`config.mk`:
```
export PLATFORM = sky130hd
export DESIGN_NAME = pcd8544_spi_receiver
export DESIGN_NICKNAME = d
export VERILOG_FILES = /design/src/rtl/pcd8544_pkg.sv /design/src/rtl/pcd8544_spi_receiver_byte_rx.sv /design/src/rtl/pcd8544_spi_receiver.sv
export SDC_FILE = /design/constraint.sdc
export NUM_CORES = 1
export LEC_CHECK = 0
export CAP_MARGIN = 20
export CORE_ASPECT_RATIO = 1.25
export CORE_MARGIN = 1.5
export CORE_UTILIZATION = 54
export CTS_BUF_LIST = sky130_fd_sc_hd__clkbuf_8
export CTS_CLUSTER_DIAMETER = 150
export DETAILED_ROUTE_END_ITERATION = 10
export GPL_TIMING_DRIVEN = 0
export HOLD_SLACK_MARGIN = 0.03
export PLACE_DENSITY_LB_ADDON = 0.12
export RECOVER_POWER = 50
export SLEW_MARGIN = 20
export SYNTH_ARGS = -nofsm -noshare
export SYNTH_HDL_FRONTEND = slang
export SYNTH_SLANG_ARGS = --single-unit
```
`constraint.sdc`:
```
create_clock -name clock -period 3.46 [get_ports clock]
set_clock_uncertainty 0.05 [all_clocks]
set_input_delay 0.865 -clock clock [delete_from_list [all_inputs] [get_ports clock]]
set_output_delay 0.865 -clock clock [all_outputs]
set_load 0.01 [all_outputs]
```
`src/rtl/pcd8544_pkg.sv`:
```
// Shared opcodes, geometry constants, receiver state type and decode helper
// for the PCD8544 SPI receiver.
package pcd8544_pkg;

  localparam int X_MAX    = 83;
  localparam int Y_MAX    = 5;
  localparam int FB_DEPTH = 504;

  localparam logic [7:0] FUNC_SET_MASK  = 8'hF8;
  localparam logic [7:0] FUNC_SET_VAL   = 8'h20;
  localparam logic [7:0] DISP_CTRL_MASK = 8'hFA;
  localparam logic [7:0] DISP_CTRL_VAL  = 8'h08;
  localparam logic [7:0] SET_Y_MASK     = 8'hF8;
  localparam logic [7:0] SET_Y_VAL      = 8'h40;
  localparam logic [7:0] SET_X_MASK     = 8'h80;
  localparam logic [7:0] SET_X_VAL      = 8'h80;
  localparam logic [7:0] SET_VOP_MASK   = 8'h80;
  localparam logic [7:0] SET_VOP_VAL    = 8'h80;
  localparam logic [7:0] SET_BIAS_MASK  = 8'hF8;
  localparam logic [7:0] SET_BIAS_VAL   = 8'h10;
  localparam logic [7:0] SET_TC_MASK    = 8'hFC;
  localparam logic [7:0] SET_TC_VAL     = 8'h04;

  typedef enum logic [1:0] {
    IDLE     = 2'd0,
    SHIFT    = 2'd1,
    DISPATCH = 2'd2
  } rx_state_e;

  function automatic logic op_match(input logic [7:0] b, input logic [7:0] mask,
                                    input logic [7:0] val);
    return (b & mask) == val;
  endfunction

endpackage

```
`src/rtl/pcd8544_spi_receiver_byte_rx.sv`:
```
// spi_byte_rx: synchronises the lcd_* pins, detects sclk rising edges and
// assembles MSB-first bytes; byte_done pulses for one clock per completed byte.
module spi_byte_rx
  import pcd8544_pkg::*;
#(
  parameter int SYNC_STAGES = 2
) (
  input  logic       clock,
  input  logic       reset,
  input  logic       lcd_sce,
  input  logic       lcd_sclk,
  input  logic       lcd_mosi,
  input  logic       lcd_dc,
  input  logic       lcd_rst,
  output logic [7:0] rx_byte,
  output logic       rx_dc,
  output logic       byte_done,
  output logic       disp_rst
);

  logic [SYNC_STAGES-1:0] sce_sync_r, sclk_sync_r, mosi_sync_r, dc_sync_r, rst_sync_r;
  logic                   sclk_prev_r;
  logic [2:0]             bit_cnt_r;
  logic [6:0]             shift_r;
  logic [7:0]             byte_r;
  logic                   dc_r;
  rx_state_e              state_r, state_s;
  logic                   sce_s, sclk_s, mosi_s, dc_s, rise_s, abort_s;

  // Pin synchronisers; chip enable and display reset idle in their inactive state.
  always_ff @(posedge clock or posedge reset) begin
    if (reset) begin
      sce_sync_r  <= {SYNC_STAGES{1'b1}};
      sclk_sync_r <= {SYNC_STAGES{1'b0}};
      mosi_sync_r <= {SYNC_STAGES{1'b0}};
      dc_sync_r   <= {SYNC_STAGES{1'b0}};
      rst_sync_r  <= {SYNC_STAGES{1'b1}};
      sclk_prev_r <= 1'b0;
    end else begin
      sce_sync_r  <= {sce_sync_r[SYNC_STAGES-2:0], lcd_sce};
      sclk_sync_r <= {sclk_sync_r[SYNC_STAGES-2:0], lcd_sclk};
      mosi_sync_r <= {mosi_sync_r[SYNC_STAGES-2:0], lcd_mosi};
      dc_sync_r   <= {dc_sync_r[SYNC_STAGES-2:0], lcd_dc};
      rst_sync_r  <= {rst_sync_r[SYNC_STAGES-2:0], lcd_rst};
      sclk_prev_r <= sclk_sync_r[SYNC_STAGES-1];
    end
  end

  assign sce_s    = sce_sync_r[SYNC_STAGES-1];
  assign sclk_s   = sclk_sync_r[SYNC_STAGES-1];
  assign mosi_s   = mosi_sync_r[SYNC_STAGES-1];
  assign dc_s     = dc_sync_r[SYNC_STAGES-1];
  assign disp_rst = ~rst_sync_r[SYNC_STAGES-1];
  assign rise_s   = sclk_s & ~sclk_prev_r;
  assign abort_s  = sce_s | disp_rst;

  // Receiver state register.
  always_ff @(posedge clock or posedge reset) begin
    if (reset) begin
      state_r <= IDLE;
    end else begin
      state_r <= state_s;
    end
  end

  // Next-state logic; a deselect or display reset always returns to IDLE.
  always_comb begin
    state_s = state_r;
    if (abort_s) begin
      state_s = IDLE;
    end else begin
      case (state_r)
        IDLE:     state_s = (rise_s && bit_cnt_r == 3'd7) ? DISPATCH : SHIFT;
        SHIFT:    state_s = (rise_s && bit_cnt_r == 3'd7) ? DISPATCH : SHIFT;
        DISPATCH: state_s = SHIFT;
        default:  state_s = IDLE;
      endcase
    end
  end

  // Bit counter and shifter; the byte and dc latch on the eighth edge.
  always_ff @(posedge clock or posedge reset) begin
    if (reset) begin
      bit_cnt_r <= 3'd0;
      shift_r   <= 7'd0;
      byte_r    <= 8'd0;
      dc_r      <= 1'b0;
    end else if (abort_s) begin
      bit_cnt_r <= 3'd0;
    end else if (rise_s) begin
      bit_cnt_r <= bit_cnt_r + 3'd1;
      shift_r   <= {shift_r[5:0], mosi_s};
      if (bit_cnt_r == 3'd7) begin
        byte_r <= {shift_r, mosi_s};
        dc_r   <= dc_s;
      end
    end
  end

  assign rx_byte   = byte_r;
  assign rx_dc     = dc_r;
  assign byte_done = (state_r == DISPATCH);

endmodule

```
`src/rtl/pcd8544_spi_receiver.sv`:
```
// PCD8544 display-side model: command decode, X/Y pointer and write strobes.
// Define PCD8544_FRAMEBUF_EN to add the 504x8 framebuffer behind rd_addr/rd_data.
module pcd8544_spi_receiver
  import pcd8544_pkg::*;
#(
  parameter int SYNC_STAGES = 2,
  parameter int X_COLS      = X_MAX + 1,
  parameter int Y_BANKS     = Y_MAX + 1
) (
  input  logic       clock,
  input  logic       reset,
  input  logic       lcd_sce,
  input  logic       lcd_sclk,
  input  logic       lcd_mosi,
  input  logic       lcd_dc,
  input  logic       lcd_rst,
  output logic       wr_en,
  output logic [8:0] wr_addr,
  output logic [7:0] wr_data,
  output logic       cmd_valid,
  output logic [7:0] cmd_byte,
  output logic       pd,
  output logic       v_mode,
  output logic       h_ext,
  output logic [1:0] disp_mode,
  output logic [6:0] vop,
  output logic [2:0] bias,
  output logic [1:0] tc,
  output logic [6:0] x_ptr,
  output logic [2:0] y_ptr,
  input  logic [8:0] rd_addr,
  output logic [7:0] rd_data
);

  localparam logic [6:0] X_LAST = 7'(X_COLS - 1);
  localparam logic [2:0] Y_LAST = 3'(Y_BANKS - 1);

  logic [7:0] byte_s;
  logic       dc_s, byte_done_s, disp_rst_s;

  logic       wr_en_r, cmd_valid_r, pd_r, v_mode_r, h_ext_r;
  logic [8:0] wr_addr_r;
  logic [7:0] wr_data_r, cmd_byte_r;
  logic [1:0] disp_mode_r, tc_r;
  logic [6:0] vop_r, x_ptr_r;
  logic [2:0] bias_r, y_ptr_r;

  logic       wr_en_s, cmd_valid_s, pd_s, v_mode_s, h_ext_s;
  logic [8:0] wr_addr_s, lin_addr_s;
  logic [7:0] wr_data_s, cmd_byte_s;
  logic [1:0] disp_mode_s, tc_s;
  logic [6:0] vop_s, x_ptr_s, adv_x_s, set_x_s;
  logic [2:0] bias_s, y_ptr_s, adv_y_s, set_y_s;

  spi_byte_rx #(.SYNC_STAGES(SYNC_STAGES)) u_byte_rx (
    .clock     (clock),
    .reset     (reset),
    .lcd_sce   (lcd_sce),
    .lcd_sclk  (lcd_sclk),
    .lcd_mosi  (lcd_mosi),
    .lcd_dc    (lcd_dc),
    .lcd_rst   (lcd_rst),
    .rx_byte   (byte_s),
    .rx_dc     (dc_s),
    .byte_done (byte_done_s),
    .disp_rst  (disp_rst_s)
  );

  assign lin_addr_s = 9'(y_ptr_r) * 9'(X_COLS) + 9'(x_ptr_r);
  assign set_x_s    = (byte_s[6:0] > X_LAST) ? X_LAST : byte_s[6:0];
  assign set_y_s    = (byte_s[2:0] > Y_LAST) ? Y_LAST : byte_s[2:0];

  // Post-write pointer: horizontal mode walks columns first, vertical walks banks.
  always_comb begin
    adv_x_s = x_ptr_r;
    adv_y_s = y_ptr_r;
    if (!v_mode_r) begin
      if (x_ptr_r == X_LAST) begin
        adv_x_s = 7'd0;
        adv_y_s = (y_ptr_r == Y_LAST) ? 3'd0 : y_ptr_r + 3'd1;
      end else begin
        adv_x_s = x_ptr_r + 7'd1;
      end
    end else begin
      if (y_ptr_r == Y_LAST) begin
        adv_y_s = 3'd0;
        adv_x_s = (x_ptr_r == X_LAST) ? 7'd0 : x_ptr_r + 7'd1;
      end else begin
        adv_y_s = y_ptr_r + 3'd1;
      end
    end
  end

  // Byte dispatch: data writes, command decode, and display reset.
  always_comb begin
    wr_en_s     = 1'b0;
    cmd_valid_s = 1'b0;
    wr_addr_s   = wr_addr_r;
    wr_data_s   = wr_data_r;
    cmd_byte_s  = cmd_byte_r;
    pd_s        = pd_r;
    v_mode_s    = v_mode_r;
    h_ext_s     = h_ext_r;
    disp_mode_s = disp_mode_r;
    vop_s       = vop_r;
    bias_s      = bias_r;
    tc_s        = tc_r;
    x_ptr_s     = x_ptr_r;
    y_ptr_s     = y_ptr_r;
    if (disp_rst_s) begin
      wr_addr_s   = 9'd0;
      wr_data_s   = 8'd0;
      cmd_byte_s  = 8'd0;
      pd_s        = 1'b1;
      v_mode_s    = 1'b0;
      h_ext_s     = 1'b0;
      disp_mode_s = 2'd0;
      vop_s       = 7'd0;
      bias_s      = 3'd0;
      tc_s        = 2'd0;
      x_ptr_s     = 7'd0;
      y_ptr_s     = 3'd0;
    end else if (byte_done_s && dc_s) begin
      wr_en_s   = 1'b1;
      wr_addr_s = lin_addr_s;
      wr_data_s = byte_s;
      x_ptr_s   = adv_x_s;
      y_ptr_s   = adv_y_s;
    end else if (byte_done_s) begin
      cmd_valid_s = 1'b1;
      cmd_byte_s  = byte_s;
      if (op_match(byte_s, FUNC_SET_MASK, FUNC_SET_VAL)) begin
        {pd_s, v_mode_s, h_ext_s} = byte_s[2:0];
      end else if (!h_ext_r) begin
        if (op_match(byte_s, DISP_CTRL_MASK, DISP_CTRL_VAL)) begin
          disp_mode_s = {byte_s[2], byte_s[0]};
        end else if (op_match(byte_s, SET_Y_MASK, SET_Y_VAL)) begin
          y_ptr_s = set_y_s;
        end else if (op_match(byte_s, SET_X_MASK, SET_X_VAL)) begin
          x_ptr_s = set_x_s;
        end else begin
          disp_mode_s = disp_mode_r;
        end
      end else begin
        if (op_match(byte_s, SET_VOP_MASK, SET_VOP_VAL)) begin
          vop_s = byte_s[6:0];
        end else if (op_match(byte_s, SET_BIAS_MASK, SET_BIAS_VAL)) begin
          bias_s = byte_s[2:0];
        end else if (op_match(byte_s, SET_TC_MASK, SET_TC_VAL)) begin
          tc_s = byte_s[1:0];
        end else begin
          vop_s = vop_r;
        end
      end
    end else begin
      wr_en_s = 1'b0;
    end
  end

  // Output and control registers.
  always_ff @(posedge clock or posedge reset) begin
    if (reset) begin
      wr_en_r     <= 1'b0;
      cmd_valid_r <= 1'b0;
      wr_addr_r   <= 9'd0;
      wr_data_r   <= 8'd0;
      cmd_byte_r  <= 8'd0;
      pd_r        <= 1'b1;
      v_mode_r    <= 1'b0;
      h_ext_r     <= 1'b0;
      disp_mode_r <= 2'd0;
      vop_r       <= 7'd0;
      bias_r      <= 3'd0;
      tc_r        <= 2'd0;
      x_ptr_r     <= 7'd0;
      y_ptr_r     <= 3'd0;
    end else begin
      wr_en_r     <= wr_en_s;
      cmd_valid_r <= cmd_valid_s;
      wr_addr_r   <= wr_addr_s;
      wr_data_r   <= wr_data_s;
      cmd_byte_r  <= cmd_byte_s;
      pd_r        <= pd_s;
      v_mode_r    <= v_mode_s;
      h_ext_r     <= h_ext_s;
      disp_mode_r <= disp_mode_s;
      vop_r       <= vop_s;
      bias_r      <= bias_s;
      tc_r        <= tc_s;
      x_ptr_r     <= x_ptr_s;
      y_ptr_r     <= y_ptr_s;
    end
  end

  assign wr_en     = wr_en_r;
  assign wr_addr   = wr_addr_r;
  assign wr_data   = wr_data_r;
  assign cmd_valid = cmd_valid_r;
  assign cmd_byte  = cmd_byte_r;
  assign pd        = pd_r;
  assign v_mode    = v_mode_r;
  assign h_ext     = h_ext_r;
  assign disp_mode = disp_mode_r;
  assign vop       = vop_r;
  assign bias      = bias_r;
  assign tc        = tc_r;
  assign x_ptr     = x_ptr_r;
  assign y_ptr     = y_ptr_r;

`ifdef PCD8544_FRAMEBUF_EN
  logic [7:0] fb_mem_r [FB_DEPTH];
  logic [7:0] rd_data_r;

  // Framebuffer write port; contents deliberately survive reset.
  always_ff @(posedge clock) begin
    if (wr_en_r) begin
      fb_mem_r[wr_addr_r] <= wr_data_r;
    end
  end

  // Registered read port, out-of-range addresses read as zero.
  always_ff @(posedge clock or posedge reset) begin
    if (reset) begin
      rd_data_r <= 8'd0;
    end else if (rd_addr < 9'(FB_DEPTH)) begin
      rd_data_r <= fb_mem_r[rd_addr];
    end else begin
      rd_data_r <= 8'd0;
    end
  end

  assign rd_data = rd_data_r;
`else
  logic rd_addr_unused_s;
  assign rd_addr_unused_s = ^rd_addr;
  assign rd_data          = 8'd0;
`endif

endmodule

```
==> out/summary.md <==
For met2 alone, demand over resource in global routing was 42.0%. The worst hold path belongs to the class reg -> reg. The cell count after synthesis came out at 386. The largest net degree at the start of global routing is 48. The sum of buffers and inverters on the critical path was 3. The final reports fail on capacitance limit, slew limit.

The global routing stage identified its most utilized layer as met2. Derived from the worst setup path, the maximum achievable clock frequency is 389 MHz. Broken down by cell family, the worst path's largest delay share belongs to buffers and inverters.

The vertical die dimension was 100 µm; the area of the placeable core was 7360 µm². Leaving out fill and tap cells, the most frequent cell in the layout is sky130_fd_sc_hd__dfrtp_1. Clock-pin slew was measured on the worst setup and hold paths at 0.09 ns. The tools report the total number of yosys warnings as 0.

TritonCTS built the clock tree. Compared with the post-synthesis result, the final layout area differs by 23.3%. The weighted congestion reported at the end of routability-driven placement was 0.902. The run gives 562 as the number of cells in the finished layout apart from fillers. The clock net sink count was 86; the number of buffers inserted for hold repair after clock tree synthesis was 0. The die covers 8110 µm².

The run gives 55.6% as the starting density of the core. The tools report the number of global-route vias before repair as 3,076. The level count of the clock H-tree is 3, and the number of search-and-repair iterations in the first detailed-routing pass is 4. Of all nets on the critical path, the largest fanout is 47. After detailed routing, the number of remaining DRC violations is 0.

Global routing used 24.9% of the available tracks across all layers. Shortest clock period the worst path allows after layout: 2.57 ns. The initial antenna violation count was 0; the worst path arrival time was 3.00 ns. After the first detailed-routing iteration, the DRC count stood at 221.

The worst setup slack for register-to-register paths was 0.98 ns. The final number of max-transition violations came out at 47. The worst setup path is launched from a primary input. Clock latency on the worst-skew pair, taken at its later pin, is 0.35 ns. The reg-to-reg critical path startpoint was y_ptr[0].

The repair_antennas step left the layout with diodes totalling 0. The highest-delay cell along the critical path was sky130_fd_sc_hd__inv_1. At the end of the flow the core is filled with cells to 68.6%. In this run the clock root is driven by a sky130_fd_sc_hd__clkbuf_8.

The worst setup path is of the in -> async kind. Across the VDD grid, the largest voltage drop is 395 µV. The clock tree buffer depth is 2. The number of I/O port buffers was 60; the slew of the pin with the lowest slew margin was 1.75 ns. Using the TritonRoute via totals, the vias-per-cell ratio works out to 5.61.

The required arrival time at the worst endpoint is 3.89 ns, and the number of violations of the max-capacitance limit is 1. Setup repair after global routing left no endpoint under its margin. In this run the remaining antenna-violating nets after routing total 0.

Count of instances resized after the clock tree is built: 0. The part of the cycle the worst path needs works out to 74.3%. Buffers added to address setup during post-CTS repair amount to 0. For this run, the slowest stage of the critical path takes 1.24 ns. Power comes to 0.00186 W.

The number of failing hold endpoints at the final stage is 0, and the number of synthesized flops with an enable pin is 0. STA classifies the critical path endpoint as an asynchronous set/reset pin. Wires add up to 9.27 mm.

The flow ran to the end, but the final reports show violations. A synthesized cell averages 10.6 µm². The total via count after detailed routing was 3,151.

The tools report the met3 routing resource usage after global routing as 4.36%. The detailed-route wire length per cell is 16.5 µm. The met1 usage is 31.8%. The post-route netlist has 14.7% of its cells at a drive strength greater than 1.

Global routing finished with a remaining overflow of 0. Detailed placement finished with a half-perimeter wire length of 6.61 mm. The library cells used most frequently in the layout, excluding fill and tap cells, are sky130_fd_sc_hd__dfrtp_1, sky130_fd_sc_hd__clkdlybuf4s50_1, sky130_fd_sc_hd__nand2_1, sky130_fd_sc_hd__nor2_1, sky130_fd_sc_hd__a21oi_1. The worst hold path startpoint was u_byte_rx.sclk_sync_r[0]. Die span in x: 80.8 µm. The run gives 0 as the number of failing setup endpoints in the final timing report. Of the synthesized area, sequential elements account for 52.8%. The worst hold path cell count is 0, and the static power due to leakage is 2.26 nW. The power per standard cell area came out at 369 nW/µm².

The synthesized design contains 86 register bits. For hold timing, the worst endpoint is u_byte_rx.sclk_sync_r[1]. 78 I/O pins were placed. Clock tree synthesis inserted a total of 9 buffers. Traced cell by cell, the critical path runs through dlygate4sd3_1, inv_1, buf_12. For the number of placement rows, the log shows 35.

Share of synthesized flip-flops with an asynchronous set or reset: 100%. Summing every instance area after synthesis gives 4090 µm². The net count of the finished layout is 494.

In this run the critical register-to-register path is captured at wr_addr[8]. Measured in cells, the most critical reg-to-reg path has a length of 9. Placed cell count: 546. The run gives -17.0% as the worst slew margin relative to its limit.

The first global-routing pass estimated 15.2 mm of wire. The dominant register cell in the synthesized netlist is sky130_fd_sc_hd__dfrtp_1. Synthesis instantiated 57 different standard cells from the library.
-- power by group --
group / total, W / switching [W] / internal (W)
Combinational: 0.0000838 / 0.0000485 / 0.0000353
Sequential: 0.00105 / 0.0000183 / 0.00103
Clock: 0.000727 / 0.000381 / 0.000345
Total: 0.00186 / 0.000448 / 0.00141
-- layout make-up --
class / instances / area [µm²]
buffer: 33 / 173
clock buffer: 9 / 124
clock inverter: 7 / 80.1
fill: 594 / 2310
inverter: 12 / 45.0
multi-input combinational: 262 / 1730
sequential: 86 / 2160
tap: 92 / 115
timing repair buffer: 61 / 621
-- cells in the mapped netlist, types with 3 or more instances --
library cell	instances	share of area (%)
sky130_fd_sc_hd__o31ai_1	4	0.73
sky130_fd_sc_hd__dfstp_2	5	3.2
sky130_fd_sc_hd__nor2_1	35	3.2
sky130_fd_sc_hd__a21oi_1	32	3.9
sky130_fd_sc_hd__mux2i_1	16	3.9
sky130_fd_sc_hd__nand4_1	3	0.46
sky130_fd_sc_hd__buf_4	8	1.5
sky130_fd_sc_hd__xnor2_1	4	0.86
sky130_fd_sc_hd__nand2b_1	3	0.46
sky130_fd_sc_hd__nand2_1	40	3.7
sky130_fd_sc_hd__o32ai_1	3	0.64
sky130_fd_sc_hd__nor2b_1	8	1.2
sky130_fd_sc_hd__nor3_1	5	0.61
sky130_fd_sc_hd__ha_1	12	3.7
sky130_fd_sc_hd__o211ai_1	3	0.55
sky130_fd_sc_hd__inv_1	11	1.0
sky130_fd_sc_hd__nand3_1	7	0.86
sky130_fd_sc_hd__o21ai_0	9	1.1
sky130_fd_sc_hd__a31oi_1	5	0.76
sky130_fd_sc_hd__clkbuf_1	11	1.0
sky130_fd_sc_hd__dfrtp_1	81	50
sky130_fd_sc_hd__mux2_2	22	6.1
sky130_fd_sc_hd__a211oi_1	5	0.92
sky130_fd_sc_hd__buf_2	12	1.5
sky130_fd_sc_hd__and2_1	6	0.92
-- how the worst max path moves through the flow --
stage	startpoint	end	slack, ns	cells past startpoint
3_5_place_dp	y_ptr[0]	wr_addr[8]	0.98	9
6_report	reset	pd	0.89	3
3_3_place_gp	reset	wr_addr[8]	-0.93	2
2_1_floorplan	reset	bias[0]	0.33	1
4_1_cts	y_ptr[0]	wr_addr[8]	0.97	9
5_1_grt	reset	u_byte_rx.dc_sync_r[0]	0.47	2
-- per-stage QoR --
step	instance area, µm²	hold WS, ns	TNS, ns	worst slack, ns
floorplan	4120	0.281	0	0.331
global placement	4830	0.286	-75.71	-0.932
detailed placement	4850	0.290	0	0.981
CTS	5060	0.308	0	0.974
global route	5040	0.313	0	0.465
finish	5040	0.310	0	0.889
-- per-layer routing --
layer | up-vias | wire length (µm)
li1 | 1485 | -
met1 | 1574 | 3980
met2 | 79 | 4800
met3 | 13 | 311
met4 | 0 | 180
met5 | - | 0
-- state kept, by name, indices dropped and copies added, names as in the netlist, 3 cells and up --
register	flops
wr_addr	9
u_byte_rx.rx_byte	8
x_ptr	7
bias	3
y_ptr	3
vop	7
wr_data	8
cmd_byte	8
u_byte_rx.bit_cnt_r	3
u_byte_rx.shift_r	7
-- kinds of logic (layout without fill, tap and decap cells) --
logic type                 Yosys count  count (layout)  synth area share, %
and+or+nand+nor                    121             121                 14.2
DFF                                 86              86                 52.8
AOI/OAI and AO/OA                   78              78                 12.5
buffers and inverters               45             122                 5.41
muxes                               38              38                 9.97
adders and majority gates           13              13                 4.16
xor gates and xnor gates             4               4                0.856
other                                1               8               0.0917
Power figures use the tool's default switching activity.
